<file path="src/rtl/key_feeder_if.sv">
// Keyboard-side handshake plus recognizer-side outputs of key_feeder.
// master = keyboard/recognizer environment, slave = key_feeder.
interface key_feeder_if #(
  parameter int DEPTH = 4
);
  localparam int CW = $clog2(DEPTH) + 1;

  logic          key_valid;
  logic [6:0]    key_ascii;
  logic          key_ready;
  logic [6:0]    ascii;
  logic          step;
  logic          eol;
  logic [CW-1:0] count;
  logic          overflow;

  modport master (
    output key_valid, key_ascii,
    input  key_ready, ascii, step, eol, count, overflow
  );

  modport slave (
    input  key_valid, key_ascii,
    output key_ready, ascii, step, eol, count, overflow
  );
endinterface

</file>
<file path="src/rtl/key_feeder.sv">
// Buffers keyboard characters and replays them to the "123" recognizer as
// ascii + step pulses; CR/LF flush the recognizer history with NULs, then pulse eol.
module key_feeder #(
  parameter int DEPTH     = 4,
  parameter int CLEAR_LEN = 3
) (
  input  logic         clk,
  input  logic         rst_n,
  key_feeder_if.slave  kif
);
  localparam int AW  = $clog2(DEPTH);
  localparam int CW  = AW + 1;
  localparam int CLW = $clog2(CLEAR_LEN + 1);

  typedef enum logic [2:0] {
    S_IDLE,
    S_HIGH,
    S_CLR_HIGH,
    S_CLR_LOW,
    S_EOL
  } state_e;

  state_e         state_q;
  logic [7:0]     mem_q [DEPTH];
  logic [AW-1:0]  wr_ptr_q, rd_ptr_q;
  logic [CW-1:0]  count_q, count_d;
  logic [CLW-1:0] clr_q;
  logic [6:0]     ascii_q;
  logic           step_q, eol_q, ovf_q;

  logic       is_eol_key, is_ctrl, accept, push, pop;
  logic [7:0] entry_in, head;

  // Entry format is {marker, char}; end-of-line keys carry no character.
  assign is_eol_key = (kif.key_ascii == 7'h0A) || (kif.key_ascii == 7'h0D);
  assign is_ctrl    = (kif.key_ascii < 7'h20) || (kif.key_ascii == 7'h7F);
  assign entry_in   = is_eol_key ? 8'h80 : {1'b0, kif.key_ascii};

  // Ready is forced low while reset is held so nothing is accepted then.
  assign kif.key_ready = rst_n && (count_q < CW'(DEPTH));

  assign accept = kif.key_valid && kif.key_ready;
  assign push   = accept && (is_eol_key || !is_ctrl);
  assign pop    = (state_q == S_IDLE) && (count_q != '0);
  assign head   = mem_q[rd_ptr_q];

  always_comb begin
    count_d = count_q;
    case ({push, pop})
      2'b10:   count_d = count_q + 1'b1;
      2'b01:   count_d = count_q - 1'b1;
      default: count_d = count_q;
    endcase
  end

  always_ff @(posedge clk or negedge rst_n) begin
    if (!rst_n) begin
      wr_ptr_q <= '0;
      rd_ptr_q <= '0;
      count_q  <= '0;
    end else begin
      if (push) wr_ptr_q <= wr_ptr_q + 1'b1;
      if (pop)  rd_ptr_q <= rd_ptr_q + 1'b1;
      count_q <= count_d;
    end
  end

  // Storage needs no reset: occupancy alone decides what is valid.
  always_ff @(posedge clk) begin
    if (push) mem_q[wr_ptr_q] <= entry_in;
  end

  always_ff @(posedge clk or negedge rst_n) begin
    if (!rst_n) begin
      state_q <= S_IDLE;
      ascii_q <= 7'h00;
      step_q  <= 1'b0;
      eol_q   <= 1'b0;
      clr_q   <= '0;
    end else begin
      step_q <= 1'b0;
      eol_q  <= 1'b0;
      case (state_q)
        S_IDLE: begin
          if (pop) begin
            step_q <= 1'b1;
            if (head[7]) begin
              ascii_q <= 7'h00;
              clr_q   <= CLW'(1);
              state_q <= S_CLR_HIGH;
            end else begin
              ascii_q <= head[6:0];
              state_q <= S_HIGH;
            end
          end
        end
        S_HIGH:     state_q <= S_IDLE;
        S_CLR_HIGH: state_q <= S_CLR_LOW;
        S_CLR_LOW: begin
          if (clr_q < CLW'(CLEAR_LEN)) begin
            clr_q   <= clr_q + 1'b1;
            step_q  <= 1'b1;
            state_q <= S_CLR_HIGH;
          end else begin
            eol_q   <= 1'b1;
            state_q <= S_EOL;
          end
        end
        S_EOL:      state_q <= S_IDLE;
        default:    state_q <= S_IDLE;
      endcase
    end
  end

  always_ff @(posedge clk or negedge rst_n) begin
    if (!rst_n) ovf_q <= 1'b0;
    else if (kif.key_valid && !kif.key_ready) ovf_q <= 1'b1;
  end

  assign kif.ascii    = ascii_q;
  assign kif.step     = step_q;
  assign kif.eol      = eol_q;
  assign kif.count    = count_q;
  assign kif.overflow = ovf_q;

  a_step_eol_excl: assert property (@(posedge clk) disable iff (!rst_n) !(step_q && eol_q));
  a_count_bound:   assert property (@(posedge clk) disable iff (!rst_n) count_q <= CW'(DEPTH));
endmodule

</file>
<file path="src/flat_wrapper.sv">
// flat-port wrapper written by rule: the top's interface ports become plain ports
module key_feeder_flat 
#(
  parameter int DEPTH     = 4,
  parameter int CLEAR_LEN = 3
)
  (clk, rst_n, kif_key_valid, kif_key_ascii, kif_key_ready, kif_ascii, kif_step, kif_eol, kif_count, kif_overflow);
  key_feeder_if #(.DEPTH(DEPTH)) kif_i ();
  input  logic clk;
  input  logic rst_n;
  input wire logic [$bits(kif_i.key_valid)-1:0] kif_key_valid;
  input wire logic [$bits(kif_i.key_ascii)-1:0] kif_key_ascii;
  output wire logic [$bits(kif_i.key_ready)-1:0] kif_key_ready;
  output wire logic [$bits(kif_i.ascii)-1:0] kif_ascii;
  output wire logic [$bits(kif_i.step)-1:0] kif_step;
  output wire logic [$bits(kif_i.eol)-1:0] kif_eol;
  output wire logic [$bits(kif_i.count)-1:0] kif_count;
  output wire logic [$bits(kif_i.overflow)-1:0] kif_overflow;
  assign kif_i.key_valid = kif_key_valid;
  assign kif_i.key_ascii = kif_key_ascii;
  assign kif_key_ready = kif_i.key_ready;
  assign kif_ascii = kif_i.ascii;
  assign kif_step = kif_i.step;
  assign kif_eol = kif_i.eol;
  assign kif_count = kif_i.count;
  assign kif_overflow = kif_i.overflow;
  key_feeder #(.DEPTH(DEPTH), .CLEAR_LEN(CLEAR_LEN)) u_core (.clk(clk), .rst_n(rst_n), .kif(kif_i));
endmodule
</file>
<file path="config.mk">
export PLATFORM = sky130hd
export DESIGN_NAME = key_feeder_flat
export DESIGN_NICKNAME = d
export VERILOG_FILES = /design/src/rtl/key_feeder_if.sv /design/src/rtl/key_feeder.sv /design/src/flat_wrapper.sv
export SDC_FILE = /design/constraint.sdc
export NUM_CORES = 1
export LEC_CHECK = 0
export BUFFER_PORTS_ARGS = -buffer_cell sky130_fd_sc_hd__buf_2
export CAP_MARGIN = 25
export CORE_MARGIN = 2
export CORE_UTILIZATION = 25
export DETAILED_ROUTE_END_ITERATION = 10
export MAX_ROUTING_LAYER = met4
export SLEW_MARGIN = 20
export SYNTH_ARGS = -nofsm -noshare
export SYNTH_HDL_FRONTEND = slang
export SYNTH_SLANG_ARGS = --single-unit
export TNS_END_PERCENT = 5
</file>
<file path="constraint.sdc">
create_clock -name clk -period 3.6 [get_ports clk]
set_input_delay 0.54 -clock clk [delete_from_list [all_inputs] [get_ports clk]]
set_output_delay 0.54 -clock clk [all_outputs]
set_load 0.01 [all_outputs]
</file>
==> metrics, run 1 <==
met1 Use GR 11.9%; first-pass GRT wire length 6.67 mm; worst skew pair latency 0.30 ns; Core ar. 9110 sq um; Synthesis Warnings 0; Crit path required time 3.79 ns; M2 GR Usage 13.4%; switching share of power 31.8%; vias in the first global route 1297; FMAX 396 MHz; GRT Util Overall 8.74%; Post-Synth Adder-Cell Area 4.12%; ANT nets after route 0; Final GP Congestion 0.687; fin crit share 70.2%; Netlist Area Pre-Place 2310 sq um; largest family of logic cells by synthesized area multiplexers; crit path cell chain o31ai_2 > inv_1 > ha_1 > inv_1 > fa_1 > xor2_1 > nor2_1 > xor2_1; Placed Area 2540 sq um; Final Hold Viols 0; synth-to-layout area growth 14.7%; die height 100 um; Worst Path Max Fanout 16; Max-Cap Viols 0; total number of vias 1243; grt peak-use layer met2; max incr delay on CP 0.76 ns; Starting Density 25.3%; Critical Path Start u_core.kif.count[0]; Crit path arrival time 2.72 ns; DPL Wire Length 2.85 mm; mux cell area share after synthesis 10.5%; Setup violations, final 0; Internal Pwr Total 1250 uW; syn avg cell area 15.2 sq um; top-area cell type share of the netlist area 41.7%; PostCTS Resize Cnt 0; Root Driver clkbuf_8; Clock Sinks 54; Yosys reg bits 54; post-synth top area cell edfxtp_1; Die X 100 um; number of port buffers 23; RSZ-0062 raised after global routing no; LEAKAGE 0.00105 uW; final WL 3.94 mm; DRC Markers 0; routing usage on met3 1.53%; standard-cell rows 35; final setup TNS 0 ns; sequential power share 48.6%; Vias/cell 4.30; Inserted Clock Buffers 5; cell area after layout 2640 sq um; RR Startpoint u_core.kif.count[0]; post-CTS setup buffers 0; Clock Tree Buf Depth 2; Hold Path Class primary input to asynchronous set/reset pin; total net switching power 584 uW; share of cells above drive strength 1 20.2%; initial antenna violation count 0; Peak VDD IR 0.000225 V; Final Max Tran Viols 0; Comb pwr share 30.1%; CP Capture Type register; most frequent cell after synthesis edfxtp_1; Final nets 194; First-pass DRT Iterations 4; Post-Route Skew 0.0111 ns; Net Count, Synth 169; Yosys cell types 35; antenna cell count 0; Worst R2R End u_core.kif.count[2]; Seq/Total Area, Yosys 65.5%; Post-CTS Hold Buffers 0; Max-slew headroom 41.2%; CP Class register to register; simple-gate area share of the yosys netlist 9.33%; number of synthesized flops with an enable pin 32; Gate Count Post-Synth 152; minimum clock period 2.53 ns; CTS tree built; Worst-path clk slew 0.09 ns; largest net degree at the start of global routing 23; FF-to-FF setup slack 1.07 ns; Post-Synth XOR/XNOR Area 2.28%; PwrDens 695 nW/um^2; worst reg-to-reg path cell count 8; total grt overflow 0; status finished, final reports clean; Primary FF master, synth edfxtp_1; DR WL/cell 13.6 um; Compound-Gate Fraction of Synth Area 5.26%; Worst-Margin Slew 0.877 ns; Crit-path slowest cell o31ai_2; Critical path destination u_core.kif.count[2]; crit path launch type register; I/O pin count 24; ys async rst share 40.7%; largest cells by area after synthesis edfxtp_1 (42%), dfrtp_1 (24%), mux4_1 (8.0%); clock share of power 21.3%; full die area 10000 sq um; htree depth 2; Synth top cells by count edfxtp_1 (32), dfrtp_1 (22), nand2_1 (17); DRT iter0 DRCs 55
[cells by family after synthesis]
| group | count (synthesis) |
|---|---|
| buf+inv | 16 |
| flops | 54 |
| xor+xnor | 6 |
| mux | 11 |
| fa+ha+maj | 7 |
| compound gates | 16 |
| simple gates | 42 |
[worst min path at each step]
stage                        start                   to  slack, ns  cells past startpoint
3_3_place_gp   u_core.kif.overflow  u_core.kif.overflow       0.45                      1
5_1_grt                      rst_n  u_core.kif.overflow       0.23                      2
6_report                     rst_n      u_core.clr_q[1]       0.21                      2
2_1_floorplan                rst_n      u_core.clr_q[0]       0.24                      0
4_1_cts                      rst_n      u_core.clr_q[1]       0.22                      2
3_5_place_dp   u_core.kif.overflow  u_core.kif.overflow       0.47                      1
[power groups by stage]
stage               Clock (uW)  Sequential [uW]  Combinational (uW)
finish                     390              893                 553
global route               432              918                 638
CTS                        402              900                 568
detailed placement           0              913                 565
global placement             0              909                 549
floorplan                    0              874                 441
[routing by layer]
layer,vias to the layer above,share of wire [%]
li1,598,-
met5,-,0
met1,615,50
met3,5,3.5
met2,25,45
met4,0,1.4
[layout make-up]
type / count / area [sq um]
tap: 111 / 139
clock inverter: 2 / 33.8
clock buffer: 6 / 72.6
sequential: 54 / 1510
fill: 936 / 6460
timing repair buffer: 24 / 123
multi-input combinational: 82 / 727
inverter: 10 / 37.5
[stage by stage]
| stage | hold slack (ns) | setup WS (ns) | total power, uW | utilization [%] | std cells |
|---|---|---|---|---|---|
| 3_5_place_dp | 0.468 | 1.02 | 1480 | 27.9 | 281 |
| 2_1_floorplan | 0.244 | 1.36 | 1320 | - | 152 |
| 3_3_place_gp | 0.453 | 1.03 | 1460 | 27.9 | 281 |
| 5_1_grt | 0.228 | 0.754 | 1990 | 29.0 | 289 |
| 4_1_cts | 0.222 | 1.02 | 1870 | 29.0 | 289 |
| 6_report | 0.210 | 1.07 | 1840 | 29.0 | 289 |
[state kept, by name (all words and copies together), names as in the netlist]
register / flops
u_core.kif.overflow: 1
u_core.kif.eol: 1
u_core.kif.step: 1
u_core.wr_ptr_q: 2
u_core.clr_q: 2
u_core.state_q: 3
u_core.kif.count: 3
u_core.rd_ptr_q: 2
u_core.mem_q: 32
u_core.kif.ascii: 7
[worst max-delay path, delay by kind of cell, from the launching register on]
family,cells,cell delay [ns]
buffers and inverters,2,0.39
AO/OA/AOI/OAI,1,0.76
flip-flops,1,0.43
adder cells (fa/ha/maj),2,0.50
AND/OR/NAND/NOR,1,0.06
XOR/XNOR,2,0.28
[layout by cell type, fill, tap and decap left out, drive strengths merged]
cell	count
a2111oi	1
a211oi	1
a21boi	1
a21oi	2
a22oi	1
a31oi	1
and2	9
and4b	1
buf	24
bufinv	1
clkbuf	6
clkinv	1
dfrtp	22
edfxtp	32
fa	1
ha	6
inv	10
mux2	2
mux2i	1
mux4	8
nand2	17
nand3	1
nand4	1
nor2	5
nor2b	1
nor3	2
nor3b	2
nor4bb	1
o21ai	7
o21bai	1
o31ai	1
or2	1
or4	1
xnor2	4
xor2	2
(Power assumes the default switching activity.)
==> inputs of run 2 (changes only) <==
==> constraint.sdc (replaced) <==
create_clock -name clk -period 2.2 [get_ports clk]
set_input_delay 0.33 -clock clk [delete_from_list [all_inputs] [get_ports clk]]
set_output_delay 0.33 -clock clk [all_outputs]
set_load 0.01 [all_outputs]
==> metrics, run 2 (synthesized netlist as in run 1, its figures left out) <==
Placed Area 2650 sq um (+4.5%); Crit path required time 2.43 ns (-1.36 ns); most frequent cells in the layout edfxtp_1 (32), buf_2 (23), dfrtp_1 (22), nand2_1 (17), buf_4 (11); Max Used Layer met4; vias in the first global route 1237 (-4.6%); minimum clock period 2.01 ns (-0.513 ns); max reg flops 32 (unchanged); DR WL/cell 12.8 um (-5.9%); met1 WL 1.98 mm (+0.81%); total number of vias 1241 (-0.16%); initial antenna violation count 0 (unchanged); Setup violations, final 0 (unchanged); Core ar. 9110 sq um (unchanged); LEAKAGE 0.00110 uW (+5.3%); Root Driver clkbuf_8; CP Class register to register; Vias/cell 4.12 (-4.1%); DPL Wire Length 2.84 mm (-0.30%); metal2 WL 1.69 mm (-5.2%); Worst-path clk slew 0.09 ns (about the same); Max-slew headroom 70.8% (+30 points); Die X 100 um (unchanged); post-CTS setup buffers 0 (unchanged); total grt overflow 0 (unchanged); RSZ-0062 raised after global routing no; Final GP Congestion 0.693 (+0.86%); Crit path arrival time 2.24 ns (-0.48 ns); worst skew pair latency 0.30 ns (about the same); synth-to-layout area growth 18.6%; share of cells above drive strength 1 25.3% (+5.0 points); Worst Path Max Fanout 6 (-10); number of port buffers 23 (unchanged); DRC Markers 0 (unchanged); Inserted Clock Buffers 5 (unchanged); Util after Layout 30.0% (+0.99 points); standard-cell rows 35 (unchanged); cell area after layout 2730 sq um (+3.4%); I/O pin count 24 (unchanged); first-pass GRT wire length 6.41 mm (-3.8%); FMAX 496 MHz (+25%); Post-CTS Hold Buffers 0 (unchanged); antenna cell count 0 (unchanged); Starting Density 25.3% (unchanged); Final nets 206 (+6.2%); Hold WS 0.0124 ns (-0.197 ns); htree depth 2 (unchanged); Max-Cap Viols 0 (unchanged); fin crit share 91.6% (+21 points); Post-Route Skew 0.00514 ns (-0.00601 ns); ANT nets after route 0 (unchanged); PwrDens 1090 nW/um^2 (+57%); FF-to-FF setup slack 0.19 ns (-0.89 ns); Final Max Tran Viols 0 (unchanged); Top reg by flops u_core.mem_q; Final Hold Viols 0 (unchanged); commonest non-fill, non-tap cell in the layout edfxtp_1; status finished, final reports clean; CP Capture Type register; final WL 3.86 mm (-2.0%); PostCTS Resize Cnt 0 (unchanged); crit path launch type register; final setup TNS 0 ns (unchanged); Worst-Margin Slew 0.438 ns (-0.439 ns); Clock Tree Buf Depth 2 (unchanged); largest net degree at the start of global routing 23 (unchanged); full die area 10000 sq um (unchanged); die height 100 um (unchanged); Hold Path Class primary input to asynchronous set/reset pin; DRT iter0 DRCs 49 (-11%); Peak VDD IR 0.000360 V (+60%); Clock Sinks 54 (unchanged); GRT Util Overall 8.53% (-0.21 points); CTS tree built; met3 routed WL 163 um (+20%); First-pass DRT Iterations 4 (unchanged)
## run 2: cell count changes in the layout (fill, tap and decap cells not counted), sizes merged
cell and delta:
buf +12, clkinv +1, bufinv -1
## run 2: where the power goes
group | internal (uW) | leakage [uW] | switching [uW]
Clock | 220 | 0.0000426 | 303
Sequential | 1270 | 0.000557 | 154
Combinational | 530 | 0.000505 | 513
## run 2: path summary, 6_finish.rpt
check	from	to	cells past startpoint
worst max register to register	u_core.state_q[2]	u_core.kif.count[2]	9
worst min-delay path	rst_n	u_core.kif.count[0]	2
worst max-delay path	u_core.state_q[2]	u_core.kif.count[2]	9
max in group asynchronous	rst_n	u_core.rd_ptr_q[0]	2
min in group clk	kif_key_valid	u_core.kif.overflow	3
worst min register to register	u_core.kif.ascii[1]	u_core.kif.ascii[1]	2
## run 2: critical path, stage by stage (launching register included)
cell	delay [ns]
dfrtp_1	0.45
nor3_1	0.27
o31ai_2	0.12
inv_1	0.11
ha_1	0.18
inv_1	0.06
fa_1	0.37
xor2_1	0.15
nor2_1	0.11
xor2_1	0.15
## run 2: metal layers
| layer | up-vias | global-route usage [%] |
|---|---|---|
| met1 | 591 | 12.5 |
| met5 | - | - |
| met4 | 0 | 2.85 |
| li1 | 623 | - |
| met2 | 25 | 11.6 |
| met3 | 2 | 2.09 |
## run 2: area by class of cell
cell class	instances	area [sq um]
well taps	111	139
multi-input cells	82	727
clock inverters	2	8.76
flip-flops and latches	54	1510
repair buffers	36	238
inverters	10	37.5
clock buffers	6	72.6
fillers	927	6370
## run 2: through the flow
step / setup slack (ns) / cells / power, uW
after floorplan: 0.0563 / 152 / 2150
after global placement: 0.0337 / 293 / 2490
after detailed placement: 0.0142 / 293 / 2520
after CTS: 0.171 / 301 / 3030
after global routing: 0.0147 / 301 / 3240
final: 0.186 / 301 / 2990
